===== config.mk =====
export PLATFORM = sky130hd
export DESIGN_NAME = survivor_writer
export DESIGN_NICKNAME = d
export VERILOG_FILES = /design/src/rtl/survivor_writer_pkg.sv /design/src/rtl/surv_addr_gen.sv /design/src/rtl/survivor_writer.sv
export SDC_FILE = /design/constraint.sdc
export NUM_CORES = 1
export LEC_CHECK = 0
export ABC_AREA = 1
export CORE_ASPECT_RATIO = 1.1
export CORE_UTILIZATION = 49
export CTS_CLUSTER_SIZE = 12
export DETAILED_ROUTE_END_ITERATION = 10
export PLACE_DENSITY = 0.84
export SLEW_MARGIN = 40
export SYNTH_ARGS = -nofsm -noshare
export SYNTH_HDL_FRONTEND = slang
export SYNTH_SLANG_ARGS = --single-unit

===== constraint.sdc =====
create_clock -name Clock -period 1.9 [get_ports Clock]
set_input_delay 0.38 -clock Clock [delete_from_list [all_inputs] [get_ports Clock]]
set_output_delay 0.38 -clock Clock [all_outputs]
set_load 0.01 [all_outputs]

===== src/rtl/survivor_writer_pkg.sv =====
// Shared widths, counter limits and FSM encoding for the survivor-memory write side.
// Latency: n/a (declarations only).
// Backpressure: n/a.
package survivor_writer_pkg;

    localparam int WD_STATE         = 8;                    // trellis state width
    localparam int WD_RAM_DATA      = 8;                    // survivor RAM word width
    localparam int WD_GROUP         = WD_STATE - 3;         // byte-group index width
    localparam int WD_FSM           = 6;                    // step index width
    localparam int WD_RAM_ADDRESS   = WD_FSM + WD_GROUP;    // {step, group}
    localparam int N_GROUPS         = 1 << WD_GROUP;        // survivor bytes per step
    localparam int TB_DEPTH_DEFAULT = 32;                   // steps stored before first traceback

    localparam logic [WD_GROUP-1:0] LAST_GROUP = WD_GROUP'(N_GROUPS - 1);

    typedef enum logic [1:0] {
        ST_FILL = 2'd0,     // window not yet full, no request outstanding
        ST_RUN  = 2'd1,     // window full, no request outstanding
        ST_REQ  = 2'd2      // traceback request outstanding
    } tb_state_e;

endpackage


===== src/rtl/surv_addr_gen.sv =====
// Group/Step/Fill counters for the survivor RAM write address; clr returns all to 0.
// Latency: counters update on the edge of the accepted beat (adv) or of clr.
// Backpressure: none here; the caller only asserts adv for accepted beats.
// Ports: clk/rst_n; adv = accepted beat; clr = frame restart (wins over adv);
//        group_q/step_q/fill_q = current counters; last_group = group_q is the final group.
module surv_addr_gen
    import survivor_writer_pkg::*;
#(
    parameter int TB_DEPTH = TB_DEPTH_DEFAULT
) (
    input  logic                clk,
    input  logic                rst_n,
    input  logic                adv,
    input  logic                clr,
    output logic [WD_GROUP-1:0] group_q,
    output logic [WD_FSM-1:0]   step_q,
    output logic [WD_FSM-1:0]   fill_q,
    output logic                last_group
);

    localparam logic [WD_FSM-1:0] FILL_MAX = WD_FSM'(TB_DEPTH);

    logic [WD_GROUP-1:0] group_d;
    logic [WD_FSM-1:0]   step_d;
    logic [WD_FSM-1:0]   fill_d;

    assign last_group = (group_q == LAST_GROUP);

    always_comb begin
        group_d = group_q;
        step_d  = step_q;
        fill_d  = fill_q;
        if (clr) begin
            group_d = '0;
            step_d  = '0;
            fill_d  = '0;
        end else if (adv) begin
            group_d = group_q + WD_GROUP'(1);
            if (last_group) begin
                // Step wraps 63->0 as normal circular use of the RAM.
                step_d = step_q + WD_FSM'(1);
                if (fill_q != FILL_MAX) begin
                    fill_d = fill_q + WD_FSM'(1);
                end
            end
        end
    end

    always_ff @(posedge clk or negedge rst_n) begin
        if (!rst_n) begin
            group_q <= '0;
            step_q  <= '0;
            fill_q  <= '0;
        end else begin
            group_q <= group_d;
            step_q  <= step_d;
            fill_q  <= fill_d;
        end
    end

endmodule


===== src/rtl/survivor_writer.sv =====
// Writes 32 survivor bytes per trellis step into the 2048x8 RAM and raises a traceback request per completed step.
// Latency: RAM write 1 cycle after accept; TbReq 1 cycle after the group-31 beat.
// Backpressure: SurvReady drops only for the group-31 beat while a request is outstanding.
// Ports: SurvValid/SurvData/SurvReady = byte input; BestState/FrameEnd sampled with group 31;
//        WrEn/WrAddress/WrData = RAM write port; TbReq/TbAck/TbInitState/TbStep/TbLast = traceback request.
module survivor_writer
    import survivor_writer_pkg::*;
#(
    parameter int TB_DEPTH = TB_DEPTH_DEFAULT
) (
    input  logic                      Clock,
    input  logic                      Reset,
    input  logic                      SurvValid,
    input  logic [WD_RAM_DATA-1:0]    SurvData,
    output logic                      SurvReady,
    input  logic [WD_STATE-1:0]       BestState,
    input  logic                      FrameEnd,
    output logic                      WrEn,
    output logic [WD_RAM_ADDRESS-1:0] WrAddress,
    output logic [WD_RAM_DATA-1:0]    WrData,
    output logic                      TbReq,
    input  logic                      TbAck,
    output logic [WD_STATE-1:0]       TbInitState,
    output logic [WD_FSM-1:0]         TbStep,
    output logic                      TbLast
);

    // Fill value before the step whose completion fills the window.
    localparam logic [WD_FSM-1:0] FILL_TRIG = WD_FSM'(TB_DEPTH - 1);

    logic [WD_GROUP-1:0] group_q;
    logic [WD_FSM-1:0]   step_q;
    logic [WD_FSM-1:0]   fill_q;
    logic                last_group;
    logic                accept;
    logic                step_done;
    logic                frame_clr;

    tb_state_e                 state_q, state_d;
    logic                      wr_en_q, wr_en_d;
    logic [WD_RAM_ADDRESS-1:0] wr_addr_q, wr_addr_d;
    logic [WD_RAM_DATA-1:0]    wr_data_q, wr_data_d;
    logic                      tb_req_q, tb_req_d;
    logic [WD_STATE-1:0]       tb_init_q, tb_init_d;
    logic [WD_FSM-1:0]         tb_step_q, tb_step_d;
    logic                      tb_last_q, tb_last_d;

    // Holding off only the step-completing beat keeps at most one request outstanding
    // while the next step's groups 0..30 overlap the traceback.
    assign SurvReady = !(tb_req_q && last_group);
    assign accept    = SurvValid && SurvReady;
    assign step_done = accept && last_group;
    // Retiring a frame-final request restarts the frame at address 0.
    assign frame_clr = tb_req_q && TbAck && tb_last_q;

    surv_addr_gen #(
        .TB_DEPTH (TB_DEPTH)
    ) u_addr_gen (
        .clk        (Clock),
        .rst_n      (Reset),
        .adv        (accept),
        .clr        (frame_clr),
        .group_q    (group_q),
        .step_q     (step_q),
        .fill_q     (fill_q),
        .last_group (last_group)
    );

    always_comb begin
        state_d   = state_q;
        wr_en_d   = accept;
        wr_addr_d = wr_addr_q;
        wr_data_d = wr_data_q;
        tb_req_d  = tb_req_q;
        tb_init_d = tb_init_q;
        tb_step_d = tb_step_q;
        tb_last_d = tb_last_q;

        if (accept) begin
            wr_addr_d = {step_q, group_q};
            wr_data_d = SurvData;
        end

        case (state_q)
            ST_FILL, ST_RUN: begin
                if (step_done && (state_q == ST_RUN || FrameEnd || fill_q == FILL_TRIG)) begin
                    state_d   = ST_REQ;
                    tb_req_d  = 1'b1;
                    tb_step_d = step_q;
                    // Zero-tail frames always end in state 0.
                    tb_init_d = FrameEnd ? '0 : BestState;
                    tb_last_d = FrameEnd;
                end
            end
            ST_REQ: begin
                if (TbAck) begin
                    tb_req_d = 1'b0;
                    state_d  = tb_last_q ? ST_FILL : ST_RUN;
                end
            end
            default: begin
                state_d  = ST_FILL;
                tb_req_d = 1'b0;
            end
        endcase
    end

    always_ff @(posedge Clock or negedge Reset) begin
        if (!Reset) begin
            state_q   <= ST_FILL;
            wr_en_q   <= 1'b0;
            wr_addr_q <= '0;
            wr_data_q <= '0;
            tb_req_q  <= 1'b0;
            tb_init_q <= '0;
            tb_step_q <= '0;
            tb_last_q <= 1'b0;
        end else begin
            state_q   <= state_d;
            wr_en_q   <= wr_en_d;
            wr_addr_q <= wr_addr_d;
            wr_data_q <= wr_data_d;
            tb_req_q  <= tb_req_d;
            tb_init_q <= tb_init_d;
            tb_step_q <= tb_step_d;
            tb_last_q <= tb_last_d;
        end
    end

    assign WrEn        = wr_en_q;
    assign WrAddress   = wr_addr_q;
    assign WrData      = wr_data_q;
    assign TbReq       = tb_req_q;
    assign TbInitState = tb_init_q;
    assign TbStep      = tb_step_q;
    assign TbLast      = tb_last_q;

endmodule


---- After elaboration in Yosys (flattened, before gate mapping) ----
Cells that the tools add are included.
storage, ports and cells
  register bits ........................... 55
  bits of input ports ..................... 21
operators by class
  $add $sub $neg .......................... 3
  eq/ne operators ......................... 7
  multiplexer cells ....................... 17
  reductions and logical operators ........ 18
operator list
  cell                                            number
  2-to-1 mux 6 bit                                7
  adder 6 x 1 -> 6 bit (second input constant)    2
  2-to-1 mux 5 bit                                2
  2-to-1 mux 8 bit                                1
  == test 6 x 5 -> 1 bit (second input constant)  1
  logical AND 1 bit                               6
  != test 6 bit (second input constant)           1
  AND reduction 2 bit                             3
  nonzero test 2 bit                              3
  adder 5 x 1 -> 5 bit (second input constant)    1
  == test 5 bit (second input constant)           1
  2-to-1 mux 2 bit                                2
  != test 2 bit (second input constant)           2
  one-hot mux 2 bit (2 select lines)              1
  2-to-1 mux 1 bit                                3
  AND reduction 3 bit                             1
  == test 2 x 1 -> 1 bit (second input constant)  1
  == test 2 bit (second input constant)           1
  logical NOT 2 bit                               1
  logical OR 1 bit                                2
  one-hot mux 1 bit (2 select lines)              1
  OR reduction 2 bit                              1
  logical NOT 1 bit                               1

---- Logic depth before layout (Yosys ltp) ----
  depth after elaboration ................. 8
  mapped depth ............................ 11
  depth with buffers taken out ............ 11

---- Cells and area by module ----
A second synthesis with hierarchy kept.
second synthesis, totals
  cells, all modules ...................... 288
  area total of the unflattened synthesis .. 2,568.7 sq um
by module, submodules not included
  module           times used  cells an instance  area an instance (sq um)
  survivor_writer  1           170                1,620.3
  surv_addr_gen    1           118                948.4

---- Least setup slack after synthesis ----
OpenSTA, ideal clock, no wires.
  path type ............................... register -> register
  start ................................... reg u_addr_gen.group_q[0]
  end ..................................... reg u_addr_gen.group_q[1]
  library setup time ...................... 76 ps
  data arrival time ....................... 1,513 ps
  path slack .............................. 311 ps
  cell stages (with the launch flop) ...... 11
  cells stage by stage .................... dfrtp_1 ha_1 nand2_1 nor2_1 ha_1 nand2_1 nand2_1 inv_2 buf_2 nand3_1 o21ai_1
between the ends
  word-level cells in the longest chain between the ends .. 5
  elaborated cells on any way between the ends .. 8
  classes of those cells .................. add/sub (1); eq/ne (1); mux (2); reduce/logical (4)
ends and longest elaborated chain
  what                                 line                   source
  from (decl)                          surv_addr_gen.sv:15    output logic [WD_GROUP-1:0] group_q,
  from (signal assigned)               surv_addr_gen.sv:55    group_q <= group_d;
  == test 5 bit                        surv_addr_gen.sv:27    assign last_group = (group_q == LAST_GROUP);
  logical AND 1 bit                    survivor_writer.sv:50  assign SurvReady = !(tb_req_q && last_group);
  logical NOT 1 bit                    survivor_writer.sv:50
  net SurvReady                        survivor_writer.sv:15  output logic SurvReady,
  logical AND 1 bit                    survivor_writer.sv:51  assign accept = SurvValid && SurvReady;
  net accept                           survivor_writer.sv:35  logic accept;
  nonzero test 2 bit (no source line)  --
The timed path passes the listed nets, and every way through them passes these cells. The select of a mux whose other input is x is not followed.
A chain may end at the register's enable or synchronous reset.

---- Final worst setup path ----
  start ................................... reg u_addr_gen.group_q[1]
  end ..................................... out SurvReady
between the ends
  word-level cells in the longest chain between the ends .. 3
ends and longest elaborated chain
  what               line
  == test 5 bit      surv_addr_gen.sv:27
  logical AND 1 bit  survivor_writer.sv:50
  logical NOT 1 bit  survivor_writer.sv:50
  to (decl)          survivor_writer.sv:15
Every way passes these cells.

==> metrics.md <==
| Metric | Value |
|---|---|
| Clock share of power | 0.193 |
| Die W | 68.7 um |
| Setup WS pre-CTS | -19.1 ps |
| I/O pin cnt | 58 |
| Max Root-Sink Buffers | 2 |
| Drc violations | 0 |
| RR Endpoint | u_addr_gen.group_q[3]$_DFFE_PN0P_ |
| Final #Nets | 362 |
| Rel. slew slack | 0.811 |
| CTS tree | yes |
| Sequential power share | 0.463 |
| Critical Path Source Type | flop |
| Global-route wire length before repair | 7940 um |
| Final setup margin | 74.9 ps |
| Antenna viol nets, final | 0 |
| Register-to-Register Path Depth | 11 |
| Routability Congestion | 0.794 |
| Clock Latency Late Sink | 310 ps |
| Initial antenna violation count | 0 |
| DP HPWL | 3370 um |
| CTS sink cnt | 55 |
| Routed vias | approximately 2000 |
| Vias per cell | 5.03 |
| Vias in the first global route | 1783 |
| Commonest non-fill, non-tap cell in the layout | nand2_1 |
| Hold-fix buffers, CTS | 0 |
| Max rail drop VDD | a little under 700 uV |
| Synthesis-stage register bit count | 55 |
| Fill cells | 384 |
| Buffers on Ports | 57 |
| Hold Fails Final Rpt | 0 |
| H-tree levels | 2 |
| Switch Pwr | 1.27 mW |
| Die area | roughly 5200 sq um |
| Net count after synthesis | around 300 |
| Status | completed |
| Minimum clock period | around 1800 ps |
| Max cap viols | 0 |
| Worst Path Buf+Inv | 1 |
| Worst path required time | 1520 ps |
| Drt first pass iters | 4 |
| Largest net degree at the start of global routing | 56 |
| CP cell instances | ha_1 > nand2_1 > nor2_1 > ha_2 > nand2_2 > buf_6 |
| Per-cell routed wire length | around 12 um |
| Root Driver | clkbuf_8 |
| Core area | 4680 sq um |
| Unrepaired setup endpoints after global routing | true |
| Slowest cell on crit path | dfrtp_1 |
| Highest clock rate | between 500 and 600 MHz |
| CP Max Fanout | 2 |
| Reg2reg setup slack | 170 ps |
| FF-to-FF Start | u_addr_gen.group_q[0]$_DFFE_PN0P_ |
| Pwr dens | 1200 nW/um^2 |
| Initial Util | 0.511 |
| DRT Wirelength | 4720 um |
| Crit-path max cell delay | roughly 370 ps |
| Crit Path Category | reg -> out |
| Tcrit/Tclk final | 0.961 |
| Total gr overflow | 0 |
| P&R area growth vs syn | 34.5% |
| Mean area per synthesized cell | 8.90 sq um |
| Worst Max-Slew Pin Slew | between 200 and 300 ps |
| Yosys warnings | 0 |
| Die height | ~75 um |
| Total internal power | 2.60 mW |
| Critical path's top delay family | adder cells |
| Reg clk slew, reported paths | ~90 ps |
| Comb power frac | 0.344 |
| Element type at the critical path end | primary output |
| Share of cells above drive strength 1 | 0.125 |
| Pleak | 1.54 nW |
| Cell variety after synth | 24 |
| Net Sw Frac | 0.327 |
| Worst EP arrival | 1450 ps |
| Commonest cells after routing, fill and taps aside | nand2_1 (99), dfrtp_1 (55), clkdlybuf4s50_1 (55), o21ai_0 (24), inv_1 (19) |
| Synth top area share | 0.575 |
| Ant. Diodes | 0 |
| Number of CTS-inserted buffers | 5 |
| Yosys top cell by area | dfrtp_1 |
| Power consumption | 3.87 mW |
| Final Max Tran Viols | 0 |
| FP Rows | 26 |
| Clock Skew | 7.05 ps |
| Worst hold path class | in -> async |
| Initial DRC count | approximately 110 |
| Register area share after synthesis | 0.575 |
| # setup viols final | 0 |
| GRT Total Usage | 0.209 |
| Mapped cell area | approximately 2400 sq um |
| Cells after synthesis | 269 |
| Synth top area cells | dfrtp_1 (57%), nand2_1 (16%), o21ai_0 (5.0%) |
[logic make-up after synthesis]
family | after synthesis | synth area share
AO/OA/AOI/OAI | 42 | 0.0998
AND/OR/NAND/NOR | 134 | 0.240
buffers and inverters | 32 | 0.0559
adder cells (fa/ha/maj) | 5 | 0.0261
XOR/XNOR | 1 | 0.00366
flip-flops | 55 | 0.575
[metrics by stage]
stage	instances	TNS (ps)	util	hold WS [ps]	area, sq um
2_1_floorplan	269	0	-	84.4	2390
3_3_place_gp	382	0	0.655	397	3070
3_5_place_dp	382	-19.1	0.655	401	3070
4_1_cts	389	0	0.677	66.9	3170
5_1_grt	392	-8.72	0.688	82.8	3220
6_report	392	0	0.688	61.9	3220
[worst max path at each step]
stage / end / slack [ps] / cells past startpoint / start
finish: SurvReady / 70 / 6 / u_addr_gen.group_q[1]$_DFFE_PN0P_
global route: SurvReady / -9 / 6 / u_addr_gen.group_q[0]$_DFFE_PN0P_
CTS: SurvReady / 40 / 6 / u_addr_gen.group_q[0]$_DFFE_PN0P_
detailed placement: SurvReady / -20 / 6 / u_addr_gen.group_q[0]$_DFFE_PN0P_
global placement: SurvReady / 40 / 6 / u_addr_gen.group_q[0]$_DFFE_PN0P_
floorplan: u_addr_gen.group_q[1]$_DFFE_PN0P_ / 310 / 10 / u_addr_gen.group_q[0]$_DFFE_PN0P_
[cells in the mapped netlist (all sizes together)]
master,number
buf,6
o21bai,1
dfrtp,55
nor2,11
nand3b,1
clkbuf,1
or2,1
nor3,2
a21oi,5
o21ai,36
inv,25
nand3,14
xor2,1
nand2,102
ha,5
nand4,3
[state kept, by name, summed over array words and instances, names as in the netlist]
name / cells
WrData: 8
WrAddress: 11
TbStep: 6
TbReq: 1
u_addr_gen.fill_q: 6
TbLast: 1
TbInitState: 8
state_q: 2
u_addr_gen.step_q: 6
WrEn: 1
u_addr_gen.group_q: 5
[power by group through the flow]
stage	Combinational [mW]	Clock (mW)	Sequential [mW]
2_1_floorplan	0.572	0	1.87
3_3_place_gp	1.28	0	1.80
3_5_place_dp	1.32	0	1.81
4_1_cts	1.32	0.772	1.79
5_1_grt	1.52	0.824	1.84
6_report	1.33	0.746	1.79
[cell type report]
cell class / count / area, sq um / share of cell area
Sequential cell: 55 / 1380 / 0.427
Multi-Input combinational cell: 182 / 902 / 0.280
Timing Repair Buffer: 67 / 671 / 0.208
Inverter: 25 / 96.3 / 0.0299
Tap cell: 56 / 70.1 / 0.0217
Clock buffer: 5 / 68.8 / 0.0214
Clock inverter: 2 / 37.5 / 0.0117
[timing repair]
action	4_1_cts	5_1_grt
gates resized for setup	4	7
pin swaps	0	2
endpoints found under the hold margin	0	0
buffers inserted	0	3
endpoints found under the setup margin	1	20
[per-layer routing]
layer / routed length [um] / vias up / GRT usage
met5: 0 / - / 0
met4: 38 / 0 / 0.0764
met3: 284 / 2 / 0.0569
met2: 2300 / 63 / 0.350
met1: 2090 / 921 / 0.257
li1: - / 986 / -
Note: power is estimated with default switching activity, not from simulation.
